===== src/rtl/shift_pkg.sv =====
// -----------------------------------------------------------------------------
// shift_pkg
// Shared definitions for the shift-register family (serializer and friends).
//   - shift_state_e   : two-state FSM encoding (ST_IDLE=0, ST_SHIFT=1)
//   - SHIFT_DEFAULT_WIDTH / SHIFT_MIN_WIDTH : common word-width constants
//   - shift_cnt_width : width of a remaining-bit counter that must hold 0..width
// -----------------------------------------------------------------------------
package shift_pkg;

  typedef enum logic {
    ST_IDLE  = 1'b0,
    ST_SHIFT = 1'b1
  } shift_state_e;

  localparam int SHIFT_DEFAULT_WIDTH = 8;
  localparam int SHIFT_MIN_WIDTH     = 2;

  // The counter is loaded with the full width, so it needs width+1 codes.
  function automatic int shift_cnt_width(input int width);
    return $clog2(width + 1);
  endfunction

endpackage


===== src/rtl/serializer_hold_buf.sv =====
// -----------------------------------------------------------------------------
// serializer_hold_buf
// One-entry valid/ready holding register that queues the next parallel word
// while the serializer is still shifting the current one. Only compiled when
// SERIALIZER_HOLD_BUF_EN is defined; otherwise this file contributes nothing.
//
// Ports:
//   clk_i        in   clock, rising edge
//   rst_ni       in   asynchronous active-low reset (empties the buffer)
//   in_valid_i   in   in_data_i is offered for storage
//   in_ready_o   out  buffer is empty and can take a word
//   in_data_i    in   WIDTH-bit word to store
//   out_valid_o  out  buffer holds a word
//   out_ready_i  in   consumer takes the held word this cycle
//   out_data_o   out  held word
// -----------------------------------------------------------------------------
`ifdef SERIALIZER_HOLD_BUF_EN
module serializer_hold_buf #(
  parameter int WIDTH = 8
) (
  input  logic             clk_i,
  input  logic             rst_ni,
  input  logic             in_valid_i,
  output logic             in_ready_o,
  input  logic [WIDTH-1:0] in_data_i,
  output logic             out_valid_o,
  input  logic             out_ready_i,
  output logic [WIDTH-1:0] out_data_o
);

  logic             full_q, full_d;
  logic [WIDTH-1:0] data_q, data_d;

  // Ready only when empty, so a push and a pop never coincide.
  assign in_ready_o  = !full_q;
  assign out_valid_o = full_q;
  assign out_data_o  = data_q;

  always_comb begin
    full_d = full_q;
    data_d = data_q;
    if (in_valid_i && in_ready_o) begin
      full_d = 1'b1;
      data_d = in_data_i;
    end else if (full_q && out_ready_i) begin
      full_d = 1'b0;
    end
  end

  always_ff @(posedge clk_i or negedge rst_ni) begin
    if (!rst_ni) begin
      full_q <= 1'b0;
      data_q <= '0;
    end else begin
      full_q <= full_d;
      data_q <= data_d;
    end
  end

endmodule
`endif


===== src/rtl/serializer.sv =====
// -----------------------------------------------------------------------------
// serializer
// Parallel-to-serial converter, MSB first, with a consumer-paced advance.
// Optional feature macro: SERIALIZER_HOLD_BUF_EN adds a one-word holding
// buffer so back-to-back words stream without an idle gap.
//
// Ports:
//   clk_i         in   clock, rising edge
//   rst_ni        in   asynchronous active-low reset
//   data_i        in   WIDTH-bit word to serialize
//   load_valid_i  in   data_i is valid for loading
//   load_ready_o  out  a word can be accepted this cycle
//   advance_i     in   consumer has taken the current bit_o
//   bit_o         out  current serial bit (0 when idle)
//   busy_o        out  a word is being shifted out
//   done_o        out  one-cycle pulse after the last bit of a word is taken
// -----------------------------------------------------------------------------
module serializer
  import shift_pkg::*;
#(
  parameter int WIDTH = SHIFT_DEFAULT_WIDTH
) (
  input  logic             clk_i,
  input  logic             rst_ni,
  input  logic [WIDTH-1:0] data_i,
  input  logic             load_valid_i,
  output logic             load_ready_o,
  input  logic             advance_i,
  output logic             bit_o,
  output logic             busy_o,
  output logic             done_o
);

  localparam int CW = shift_cnt_width(WIDTH);

  shift_state_e     state_q, state_d;
  logic [WIDTH-1:0] shreg_q, shreg_d;
  logic [CW-1:0]    cnt_q, cnt_d;
  logic             done_q, done_d;

  logic adv;       // advance that actually consumes a bit
  logic last_adv;  // advance that consumes the final bit of the word
  logic load_acc;  // handshake completes this cycle

  assign adv      = (state_q == ST_SHIFT) && advance_i;
  assign last_adv = adv && (cnt_q == CW'(1));
  assign load_acc = load_valid_i && load_ready_o;

`ifdef SERIALIZER_HOLD_BUF_EN
  logic             hold_in_valid;
  logic             hold_in_ready;
  logic             hold_out_valid;
  logic [WIDTH-1:0] hold_data;

  // While shifting, an offered word goes to the buffer -- except on the
  // last-bit cycle, where it bypasses straight into the shift register.
  assign hold_in_valid = load_valid_i && (state_q == ST_SHIFT) && !last_adv;
  assign load_ready_o  = hold_in_ready;

  serializer_hold_buf #(
    .WIDTH(WIDTH)
  ) u_hold_buf (
    .clk_i       (clk_i),
    .rst_ni      (rst_ni),
    .in_valid_i  (hold_in_valid),
    .in_ready_o  (hold_in_ready),
    .in_data_i   (data_i),
    .out_valid_o (hold_out_valid),
    .out_ready_i (last_adv),
    .out_data_o  (hold_data)
  );
`else
  assign load_ready_o = (state_q == ST_IDLE);
`endif

  always_comb begin
    state_d = state_q;
    shreg_d = shreg_q;
    cnt_d   = cnt_q;
    done_d  = last_adv;
    case (state_q)
      ST_IDLE: begin
        if (load_acc) begin
          state_d = ST_SHIFT;
          shreg_d = data_i;
          cnt_d   = CW'(WIDTH);
        end
      end
      ST_SHIFT: begin
        if (adv) begin
          shreg_d = {shreg_q[WIDTH-2:0], 1'b0};
          cnt_d   = cnt_q - CW'(1);
          if (cnt_q == CW'(1)) begin
            state_d = ST_IDLE;
`ifdef SERIALIZER_HOLD_BUF_EN
            // Chain the next word without leaving SHIFT. A held word wins;
            // when the buffer is empty its ready is high, so a concurrent
            // load is accepted and taken directly.
            if (hold_out_valid) begin
              state_d = ST_SHIFT;
              shreg_d = hold_data;
              cnt_d   = CW'(WIDTH);
            end else if (load_valid_i) begin
              state_d = ST_SHIFT;
              shreg_d = data_i;
              cnt_d   = CW'(WIDTH);
            end
`endif
          end
        end
      end
      default: begin
        state_d = ST_IDLE;
      end
    endcase
  end

  always_ff @(posedge clk_i or negedge rst_ni) begin
    if (!rst_ni) begin
      state_q <= ST_IDLE;
      shreg_q <= '0;
      cnt_q   <= '0;
      done_q  <= 1'b0;
    end else begin
      state_q <= state_d;
      shreg_q <= shreg_d;
      cnt_q   <= cnt_d;
      done_q  <= done_d;
    end
  end

  assign busy_o = (state_q == ST_SHIFT);
  assign bit_o  = busy_o && shreg_q[WIDTH-1];
  assign done_o = done_q;

endmodule


===== config.mk =====
export PLATFORM = sky130hd
export DESIGN_NAME = serializer
export DESIGN_NICKNAME = d
export VERILOG_FILES = /design/src/rtl/shift_pkg.sv /design/src/rtl/serializer_hold_buf.sv /design/src/rtl/serializer.sv
export SDC_FILE = /design/constraint.sdc
export NUM_CORES = 1
export LEC_CHECK = 0
export ABC_CLOCK_PERIOD_IN_PS = 1600
export CORE_MARGIN = 3
export CORE_UTILIZATION = 52
export DETAILED_ROUTE_END_ITERATION = 8
export PLACE_DENSITY_LB_ADDON = 0.08
export SYNTH_ARGS = -nofsm -noshare
export SYNTH_HDL_FRONTEND = slang
export SYNTH_HIERARCHICAL = 1
export SYNTH_SLANG_ARGS = --single-unit

===== constraint.sdc =====
create_clock -name clk_i -period 1.6 [get_ports clk_i]
set_input_delay 0.32 -clock clk_i [delete_from_list [all_inputs] [get_ports clk_i]]
set_output_delay 0.32 -clock clk_i [all_outputs]
set_load 0.01 [all_outputs]

==> metrics.txt <==
power share of the sequential group=48.2%; CTS max path bufs=2; vias in the first global route=617; first-pass GRT wire length=2691 um; Seq/Total Area, Yosys=45.75%; CTS buffer count=3; met2 usage=29.65%; largest cells by area after synthesis=dfrtp_1 46%, mux2i_1 10%, a211oi_1 5.9%; Critical Path Fanout Max=4; Post-DRT Antenna Nets=0; Inserted Diodes=0; Sw Ratio=34.92%; vias per cell=5.667; row cnt=13; drt first-iter violations=6; PwrDens=1308 nW/um2; Die X=between 40 and 50 um; most frequent cell after synthesis=dfrtp_1; grt peak-use layer=met2; area of the core=~1300 um2; main combinational cell family by area after synthesis=simple AND/OR/NAND/NOR gates; crit path from=busy_o$_DFF_PN0_; full die area=1969 um2; met3 GRT Util=between 3 and 4%; Int Power=0.0008459 W; async set-or-reset flop fraction in the synthesized netlist=between 90% and 100%; fmax=around 650 MHz; combinational power share=36.7%; Synth top cells by count=14 x dfrtp_1, 8 x mux2i_1, 7 x a21oi_1, 7 x nand2_1; Setup Skew=0.001106 ns; Slew Viols, Final=0; slack of the worst reg-to-reg path=0.34 ns; Post-Synth XOR/XNOR Area=2.288%; Hold Crit Class=input pin to async pin; Layout Utilization=74.48%; min Tclk post-route=~1.5 ns; final hold slack=0.3698 ns; syn nets=89; vias=629; total track usage=a little under a fifth; Synth Instances=75; post-synthesis mux area share=10.46%; Mapped Area=765.7 um2; clock sinks=14; CTS tree=done; count of final hold-check violations=0; # Max-Cap Violations=0; Tcrit/Tclk final=95.44%; Crit. End Element=output port; Syn Area/Cell=around 10 um2; Layout area overhead=29.74%; initial antenna violation count=0; RSZ-0062 raised after global routing=false; Avg WL per Cell=13.59 um; Root Driver=clkbuf_4; EDFF count, synth=0; Worst Path Required=about 1.3 ns; Yosys reg bits=14; CTS clock-pin slew for the worst setup and hold paths=0.08 ns; P_leak=0.4592 nW; final setup fails=0; setup TNS=0 ns; clock power share=15.1%; Simple-Gate Fraction of Synth Area=17.81%; Synth Area in Adders=3.268%; cell taking the most area after synthesis=dfrtp_1; fraction of layout instances using a drive strength above 1=14.58%; # fillers=97; DRT Pass-1 Iters=4; outcome=completed; worst setup path class=flop to output port; maximum VDD drop=0.8247 mV; post-synth top area share=45.75%; pin count of the biggest net entering global routing=15; Worst-Margin Slew=0.2875 ns; # H-tree levels=1; # IOs=16; HPWL Detailed=around 1100 um; Yosys cell types=22; drt drc=0; starting density of the core=57.41%; Worst-Skew Late Latency=0.27 ns; Synth Flop Type=dfrtp_1; PortBufs=15; crit start category=flop; nets=around 110; grt total ovfl=0; Synth Area in Compound Gates=14.71%; Place WS=0.09683 ns; worst r2r src=busy_o$_DFF_PN0_; sw power=0.0004538 W; GPL Wtd Cong=0.8004; final WL=around 1500 um; Slew HR=between 80% and 90%; Die Height=44.38 um; Ys Warns=6; met1 Use GR=25.32%; CP arrival=1.21 ns; PnR worst setup slack=0.07296 ns
power groups by stage:
stage / clock network (W) / registers, W / logic (W)
final: 0.000196 / 0.000627 / 0.000477
after global routing: 0.000219 / 0.000650 / 0.000548
after CTS: 0.000204 / 0.000626 / 0.000466
after detailed placement: 0 / 0.000633 / 0.000475
after global placement: 0 / 0.000630 / 0.000456
after floorplan: 0 / 0.000602 / 0.000335
per-layer routing:
layer | wire, um | part of all wire [%]
met5 | 0 | 0
met1 | 714 | 47
met4 | 22 | 1.5
met2 | 715 | 47
met3 | 56 | 3.7
worst paths after layout:
check / endpoint / cells past startpoint
max: load_ready_o / 3
min: cnt_q[3]$_DFFE_PN0P_ / 2
max reg2reg: busy_o$_DFF_PN0_ / 5
min reg2reg: done_o$_DFF_PN0_ / 1
max in group asynchronous: shreg_q[2]$_DFFE_PN0P_ / 2
min in group clk_i: done_o$_DFF_PN0_ / 1
timing repair:
item	4_1_cts	5_1_grt
hold buffers	0	0
setup endpoints to repair	2	1
setup buffers	0	2
gates resized for setup	2	2
pin swaps	0	0
flip-flops by register name, indices dropped and copies added, names as in the netlist:
name and count:
cnt_q 4, done_o 1, shreg_q 8, busy_o 1
layout make-up:
class	count	area, um2	area share [%]
Timing Repair Buffer	24	219.0	22.04
Multi-Input combinational cell	52	371.6	37.41
Inverter	3	11.26	1.134
Tap cell	15	18.77	1.889
Clock buffer	3	22.52	2.267
Sequential cell	14	350.3	35.26
cells in the final DEF, fill, tap and decap left out, types with 2 or more instances in the layout:
cell type        Yosys  final
dfrtp_1             14     14
clkdlybuf4s50_1      0     12
buf_4                1      9
mux2i_1              8      8
nand2_1              7      7
a21oi_1              7      7
nor2b_1              6      6
a211oi_1             6      6
inv_1                3      3
nand3_1              3      3
clkbuf_4             0      3
nor2_1               2      2
o22ai_1              2      2
ha_1                 2      2
cell families after synthesis:
| family | Yosys count |
|---|---|
| and+or+nand+nor | 22 |
| AOI/OAI and AO/OA | 18 |
| DFF | 14 |
| buffers and inverters | 9 |
| muxes | 8 |
| xor gates and xnor gates | 2 |
| adders and majority gates | 2 |
critical path, stage by stage, from the launching register on:
cell and delay (ns):
dfrtp_1 0.41, buf_4 0.15, inv_1 0.10, dlygate4sd2_1 0.28
per-stage QoR:
step,power [W],cell area [um2],cells
after floorplan,0.0009370,765.7,75
after global placement,0.001087,954.7,106
after detailed placement,0.001108,954.7,106
after CTS,0.001296,974.7,109
after global routing,0.001417,993.5,111
final,0.001300,993.5,111
(Power assumes the default switching activity.)
